`config.mk`:
```
export PLATFORM = sky130hd
export DESIGN_NAME = vending_machine_mealy
export DESIGN_NICKNAME = d
export VERILOG_FILES = /design/src/rtl/vending_machine_pkg.sv /design/src/rtl/vm_price_lookup.sv /design/src/rtl/vending_machine_mealy.sv
export SDC_FILE = /design/constraint.sdc
export NUM_CORES = 1
export LEC_CHECK = 0
export CORE_UTILIZATION = 55
export CTS_CLUSTER_SIZE = 14
export DETAILED_ROUTE_END_ITERATION = 16
export HOLD_SLACK_MARGIN = 0.1
export PLACE_DENSITY = 0.79
export RECOVER_POWER = 50
export SYNTH_ARGS = -nofsm -noshare
export SYNTH_HDL_FRONTEND = slang
export SYNTH_SLANG_ARGS = --single-unit
```
`constraint.sdc`:
```
create_clock -name clk -period 4.53 [get_ports clk]
set_clock_uncertainty 0.15 [all_clocks]
set_input_delay 0.906 -clock clk [delete_from_list [all_inputs] [get_ports clk]]
set_output_delay 0.906 -clock clk [all_outputs]
set_load 0.05 [all_outputs]
```
`src/rtl/vending_machine_pkg.sv`:
```
// Shared definitions for the vending machine: state encodings, item codes,
// prices and coin values in cents, plus credit/state conversion helpers.
package vending_machine_pkg;

   typedef enum logic [2:0] {
      IDLE = 3'b000,
      CR0  = 3'b001,
      CR5  = 3'b010,
      CR10 = 3'b011,
      CR15 = 3'b100,
      CR20 = 3'b101,
      RF5  = 3'b110,
      RF10 = 3'b111
   } state_t;

   localparam logic [1:0] ITEM_NONE = 2'b00;
   localparam logic [1:0] ITEM_15   = 2'b01;
   localparam logic [1:0] ITEM_20   = 2'b10;
   localparam logic [1:0] ITEM_25   = 2'b11;

   localparam logic [4:0] PRICE_15    = 5'd15;
   localparam logic [4:0] PRICE_20    = 5'd20;
   localparam logic [4:0] PRICE_25    = 5'd25;
   localparam logic [4:0] COIN_NICKEL = 5'd5;
   localparam logic [4:0] COIN_DIME   = 5'd10;

   // Credit held by a credit state; non-credit states hold nothing.
   function automatic logic [4:0] state_credit(input state_t s);
      case (s)
         CR5:     state_credit = 5'd5;
         CR10:    state_credit = 5'd10;
         CR15:    state_credit = 5'd15;
         CR20:    state_credit = 5'd20;
         default: state_credit = 5'd0;
      endcase
   endfunction

   // Credit state for a below-price credit amount.
   function automatic state_t credit_state(input logic [4:0] c);
      case (c)
         5'd0:    credit_state = CR0;
         5'd5:    credit_state = CR5;
         5'd10:   credit_state = CR10;
         5'd15:   credit_state = CR15;
         5'd20:   credit_state = CR20;
         default: credit_state = IDLE;
      endcase
   endfunction

endpackage

```
`src/rtl/vm_price_lookup.sv`:
```
// Maps the latched item code to its price in cents (no item -> 0).
module vm_price_lookup
   import vending_machine_pkg::*;
(
   input  logic [1:0] selected_item,
   output logic [4:0] price
);

   // Pure table lookup.
   always_comb begin
      price = 5'd0;
      case (selected_item)
         ITEM_15: price = PRICE_15;
         ITEM_20: price = PRICE_20;
         ITEM_25: price = PRICE_25;
         default: price = 5'd0;
      endcase
   end

endmodule

```
`src/rtl/vending_machine_mealy.sv`:
```
// Mealy vending machine: 15/20/25c items, nickel/dime coins, at most 5c
// overpayment returned with the vend. Cancel and the RF5/RF10 refund
// states are built only when VM_CANCEL_EN is defined; otherwise cancel is
// ignored and RF5/RF10 decode to IDLE. ps and selected_item are kept as
// plainly named registers so they can be probed hierarchically.
module vending_machine_mealy
   import vending_machine_pkg::*;
(
   input  logic       clk,
   input  logic       rst,
   input  logic       nickel,
   input  logic       dime,
   input  logic       cancel,
   input  logic [1:0] item_select,
   output logic       vend,
   output logic       change_5C,
   output logic       change_10C
);

   state_t     ps;
   state_t     ns;
   logic [1:0] selected_item;
   logic [1:0] sel_next;
   logic [4:0] price;
   logic [4:0] credit;
   logic [4:0] credit_new;
   logic       cancel_req;
   logic       vend_c;
   logic       c5_c;
   logic       c10_c;

   vm_price_lookup u_price (
      .selected_item (selected_item),
      .price         (price)
   );

`ifdef VM_CANCEL_EN
   assign cancel_req = cancel;
`else
   logic unused_cancel;
   assign unused_cancel = cancel;
   assign cancel_req    = 1'b0;
`endif

   // Dime wins over nickel when both arrive in one cycle.
   assign credit     = state_credit(ps);
   assign credit_new = credit + (dime ? COIN_DIME : COIN_NICKEL);

   // State and selection registers with synchronous active-low reset.
   always_ff @(posedge clk) begin
      if (!rst) begin
         ps            <= IDLE;
         selected_item <= ITEM_NONE;
      end else begin
         ps            <= ns;
         selected_item <= sel_next;
      end
   end

   // Next state, next selection and Mealy outputs.
   always_comb begin
      ns       = ps;
      sel_next = selected_item;
      vend_c   = 1'b0;
      c5_c     = 1'b0;
      c10_c    = 1'b0;
      case (ps)
         IDLE: begin
            if (item_select != ITEM_NONE) begin
               ns       = CR0;
               sel_next = item_select;
            end
         end
         CR0, CR5, CR10, CR15, CR20: begin
            if (cancel_req) begin
               // Refund credit; 15c and 20c need a second coin cycle.
               case (ps)
                  CR5:  begin c5_c  = 1'b1; ns = IDLE; end
                  CR10: begin c10_c = 1'b1; ns = IDLE; end
                  CR15: begin c10_c = 1'b1; ns = RF5;  end
                  CR20: begin c10_c = 1'b1; ns = RF10; end
                  default: ns = IDLE;
               endcase
            end else if (dime || nickel) begin
               if (credit_new < price) begin
                  ns = credit_state(credit_new);
               end else begin
                  // Overpayment is at most one nickel.
                  vend_c = 1'b1;
                  c5_c   = (credit_new != price);
                  ns     = IDLE;
               end
            end
         end
`ifdef VM_CANCEL_EN
         RF5:  begin c5_c  = 1'b1; ns = IDLE; end
         RF10: begin c10_c = 1'b1; ns = IDLE; end
`endif
         default: ns = IDLE;
      endcase
      if (ns == IDLE) sel_next = ITEM_NONE;
   end

   assign vend       = rst & vend_c;
   assign change_5C  = rst & c5_c;
   assign change_10C = rst & c10_c;

endmodule

```
Word level (Yosys, flattened, before mapping)
Cells that the tools add are included.

operators by class
  add/sub/neg operators = 1
  order comparisons = 1
  equal/unequal tests = 13
  muxes and demuxes = 14
  bitwise gates (word level) = 3
  reduce and logical (&&, ||, !) cells = 8

operators by type and width
  kind                  count
  $pmux W5 S4           1
  $pmux W3 S5           1
  $pmux W5 S3           1
  $eq A5 B4 Y1 const B  2
  $mux W3               3
  $eq A3 B2 Y1 const B  2
  $eq A3 B3 Y1 const B  2
  $logic_not A3 Y1      2
  $mux W1               6
  $pmux W3 S2           1
  $add A5 B4 Y5         1
  $eq A5 B3 Y1 const B  1
  $eq A5 B5 Y1 const B  1
  $logic_not A5 Y1      1
  $lt A5 B5 Y1          1
  $ne A5 B5 Y1          1
  $reduce_or A5 Y1      1
  $eq A2 B2 Y1 const B  2
  $mux W4               1
  $eq A3 B1 Y1 const B  1
  $and A1 B1 Y1         2
  $eq A2 B1 Y1 const B  1
  $reduce_and A2 Y1     1
  $reduce_bool A2 Y1    1
  other kinds (3)       3

storage, ports and cells
  bits in registers = 5
  input port bits = 7
  output and inout port bits = 3
  word-level logic and storage cells = 42

Logic depth before layout (Yosys ltp)
  depth after elaboration = 10
  gate-level depth with buffers = 16
  gate-level depth less buffers = 14

Cells and area by module
A second synthesis with hierarchy kept.

unflattened totals
  cell total of the unflattened synthesis = 104
  area total of the unflattened synthesis = 843.3 um2

by module, submodules not included
  module                 instances  cells an instance  area an instance (um2)  sequential area each (um2)
  vending_machine_mealy  1          95                 762.0                   100.1
  vm_price_lookup        1          9                  81.3                    0.0

Worst setup path before layout
Ideal clock, no wire load.

  path kind = input to output
  from = in dime
  to = out change_5C
  data arrival time = 4912 ps
  required time = 3474 ps
  path slack = -1438 ps
  stages = 14
  buffers on the path = 1
  cells stage by stage = inv_1 > ha_1 > fa_1 > buf_4 > nand3_1 > and3_1 > or2_1 > inv_1 > ha_1 > nor2b_1 > nand4_1 > and2_1 > nor3_1 > a21boi_1

on the way
  word-level cells in the longest chain between the ends = 7
  elaborated cells between the ends (all ways) = 9
  classes of those cells = add/sub (1); order compare (1); eq/ne (1); mux (4); bitwise (1); reduce/logical (1)

ends and longest elaborated chain
  element                                       RTL line                                                  RTL
  start: declaration                            vending_machine_mealy.sv:12                               input logic dime,
  $mux W4                                       vending_machine_mealy.sv:47                               assign credit_new = credit + (dime ? COIN_DIME : COIN_NICKEL);
  $add A5 B4 Y5                                 vending_machine_mealy.sv:47
  $lt A5 B5 Y1 or $ne A5 B5 Y1 (tied branches)  vending_machine_mealy.sv:85, vending_machine_mealy.sv:90
  $mux W1                                       vending_machine_mealy.sv:85                               if (credit_new < price) begin
  $mux W1 (*)                                   vending_machine_mealy.sv:84                               end else if (dime || nickel) begin
  $mux W1 (*)                                   vending_machine_mealy.sv:67                               case (ps)
  $and A1 B1 Y1 (*)                             vending_machine_mealy.sv:105                              assign change_5C = rst & c5_c;
  end: declaration                              vending_machine_mealy.sv:16                               output logic change_5C,

Every way passes the cells marked *; elsewhere a longest branch is shown, timed or not.

Worst setup path in the final report
Same ends and word-level chain as after synthesis.

==> impl_metrics.env <==
export IMPL_status="completed"
export IMPL_power_density_nw_per_um2=181.7
export IMPL_die_h_um=41.19
export IMPL_fin_util=0.8883
export IMPL_clk_latency_ns=0.25
export IMPL_slew_headroom=0.6677
export IMPL_postSynthCellCount=106
export IMPL_timing_final_hold_violations=0
export IMPL_syn_nets=125
export IMPL_postSynthAreaPerCell_um2=7.968
export IMPL_die_w_um=41.19
export IMPL_antenna_found_initial=0
export IMPL_synth_cell_types=48
export IMPL_overflow=0
export IMPL_nets=153
export IMPL_initial_utilization=0.6181
export IMPL_pre_cts_ws_ns=-0.3801
export IMPL_yosysWarnings=0
export IMPL_track_usage=0.2892
export IMPL_whs_ns=0.3797
export IMPL_clockBufferDepth=2
export IMPL_dp_hpwl_mm=1.582
export IMPL_final_instance_count_excl_fill=148
export IMPL_cts_sinks=5
export IMPL_place_area_um2=1124
export IMPL_rrSetupSlack_ns=1.06
export IMPL_multi_input_area_um2=768.2
export IMPL_pin_count=10
export IMPL_drtIter0Drc=22
export IMPL_crit_start="dime"
export IMPL_core_area_um2=1366
export IMPL_p_total_mw=0.2205
export IMPL_crit_end="change_5C"
export IMPL_drv_slew=0
export IMPL_r2r_end="selected_item[0]"
export IMPL_fmaxAchievable_ghz=0.2227
export IMPL_grt_pass1_vias=766
export IMPL_clkSlewWorstSetupHoldPaths_ns=0.04
export IMPL_port_buffers=7
export IMPL_die_area_um2=1696
export IMPL_fin_ws_ns=0.03946
export IMPL_htreeDepth=1
export IMPL_final_common_cell="buf_4"
export IMPL_seq_area_frac_synth=0.1185
export IMPL_grt_pass1_wl_mm=3.118
export IMPL_worstPathArrival_ns=3.43
export IMPL_synth_main_ff_cell="dfxtp_1"
export IMPL_holdPathStages=2
export IMPL_ant_nets=0
export IMPL_end_kind="primary output"
export IMPL_globalplace_congestion=0.7760
export IMPL_dp_cells=139
export IMPL_final_min_clock_period_ns=4.491
export IMPL_period_share=0.9913
export IMPL_hold_class="flop to flop"
export IMPL_synth_edf_count=0
export IMPL_synthArstFlopShare=0
export IMPL_ys_ff_latch=5
export IMPL_cts_made_buffers=3
export IMPL_worstRegToRegCells=12
export IMPL_worst_pin_slew_ns=0.4859
export IMPL_setup_tns_ns=0
export IMPL_critPathKind="primary input to primary output"
export IMPL_nFillCells=66
export IMPL_maxCapViolations=0
export IMPL_vdd_ir_drop_max_mv=0.2027
export IMPL_routed_via_count=859
export IMPL_regArea_um2=100.1
export IMPL_path_max_fanout=3
export IMPL_finalSetupViolCount=0
export IMPL_required_ns=3.47
export IMPL_wl_per_cell_um=15.24
export IMPL_drive_gt1_frac=0.3759
export IMPL_fin_area_um2=1214
export IMPL_p_leak_nw=0.5330
export IMPL_crit_path_start_kind="primary input"
export IMPL_grt_max_degree=11
export IMPL_netlist_area_um2=844.6
export IMPL_layout_common_cells="buf_4, nor2_1, inv_1, nand2_1, ha_1"
export IMPL_via_per_inst=5.804
export IMPL_root_buffer="clkbuf_4"
export IMPL_reg2reg_from="ps[2]"
export IMPL_wirelength_mm=2.256
export IMPL_syn_to_final_growth_pct=43.70
export IMPL_first_pass_iters=4
export IMPL_n_antenna_cell=0
export IMPL_cts_tree="built"
export IMPL_drcViolationCount=0
export IMPL_placement_rows=13
==> Yosys cell counts, types with 2 or more instances <==
library cell  number  area share
ha_1              11        0.16
inv_1             11       0.049
nor2_1            11       0.049
nand2_1            9       0.040
dfxtp_1            5        0.12
a21oi_1            4       0.024
xnor2_1            4       0.041
and2_1             3       0.022
a21boi_2           2       0.027
buf_4              2       0.018
clkbuf_1           2      0.0089
nand2b_1           2       0.015
nand3b_1           2       0.018
nor3_1             2       0.012
o21ai_0            2       0.012
or2_1              2       0.015
==> worst max-delay path: stages <==
cell,delay (ns)
buf_2,0.10
buf_6,0.13
inv_12,0.03
ha_4,0.15
fa_2,0.39
nand3_2,0.09
and3_4,0.18
or2_4,0.12
inv_2,0.05
ha_4,0.27
nor2b_4,0.13
nand4_1,0.14
and2_4,0.21
nor3_4,0.13
a21boi_4,0.23
buf_12,0.15
==> layer usage <==
metal,track usage,wire [um],vias to the layer above
met4,0.1210,40,0
met1,0.3055,851,390
met5,0,0,-
met3,0.07065,121,6
li1,-,-,426
met2,0.5352,1242,37
==> kinds of logic after synthesis <==
logic type,after synthesis,synth area share
AND/OR/NAND/NOR,40,0.2415
AO/OA/AOI/OAI,24,0.2489
buffers and inverters,16,0.08147
adder cells (fa/ha/maj),13,0.2000
XOR/XNOR,6,0.07851
flip-flops,5,0.1185
other,1,0.004440
multiplexers,1,0.02666
==> repair_timing <==
| item | 4_1_cts | 5_1_grt |
|---|---|---|
| setup endpoints to repair | 2 | 2 |
| buffers inserted | 3 | 2 |
| hold buffers | 0 | 0 |
| pin swaps | 6 | 7 |
| gates resized for setup | 8 | 4 |
==> where the power goes <==
| part | internal [mW] | switching (mW) |
|---|---|---|
| logic | 0.0591 | 0.0559 |
| registers | 0.0469 | 0.00424 |
| clock network | 0.0335 | 0.0209 |
| total | 0.139 | 0.0810 |
==> how the worst min path moves through the flow <==
stage                           startpoint               end  slack [ns]
after floorplan           selected_item[1]  selected_item[1]        0.33
after global placement    selected_item[1]  selected_item[1]        0.34
after detailed placement  selected_item[0]  selected_item[0]        0.37
after CTS                 selected_item[0]  selected_item[0]        0.38
after global routing      selected_item[1]  selected_item[1]        0.41
final                     selected_item[0]  selected_item[0]        0.38
==> layout make-up <==
class / count / area share
clock buffers: 4 / 0.02165
inverters: 11 / 0.04433
multi-input cells: 85 / 0.6330
flip-flops and latches: 5 / 0.08247
well taps: 15 / 0.01546
repair buffers: 28 / 0.2031
==> sequential cells by signal, summed over array words and instances (netlist names) <==
register / flops
selected_item: 2
ps: 3
Power figures use the tool's default switching activity.
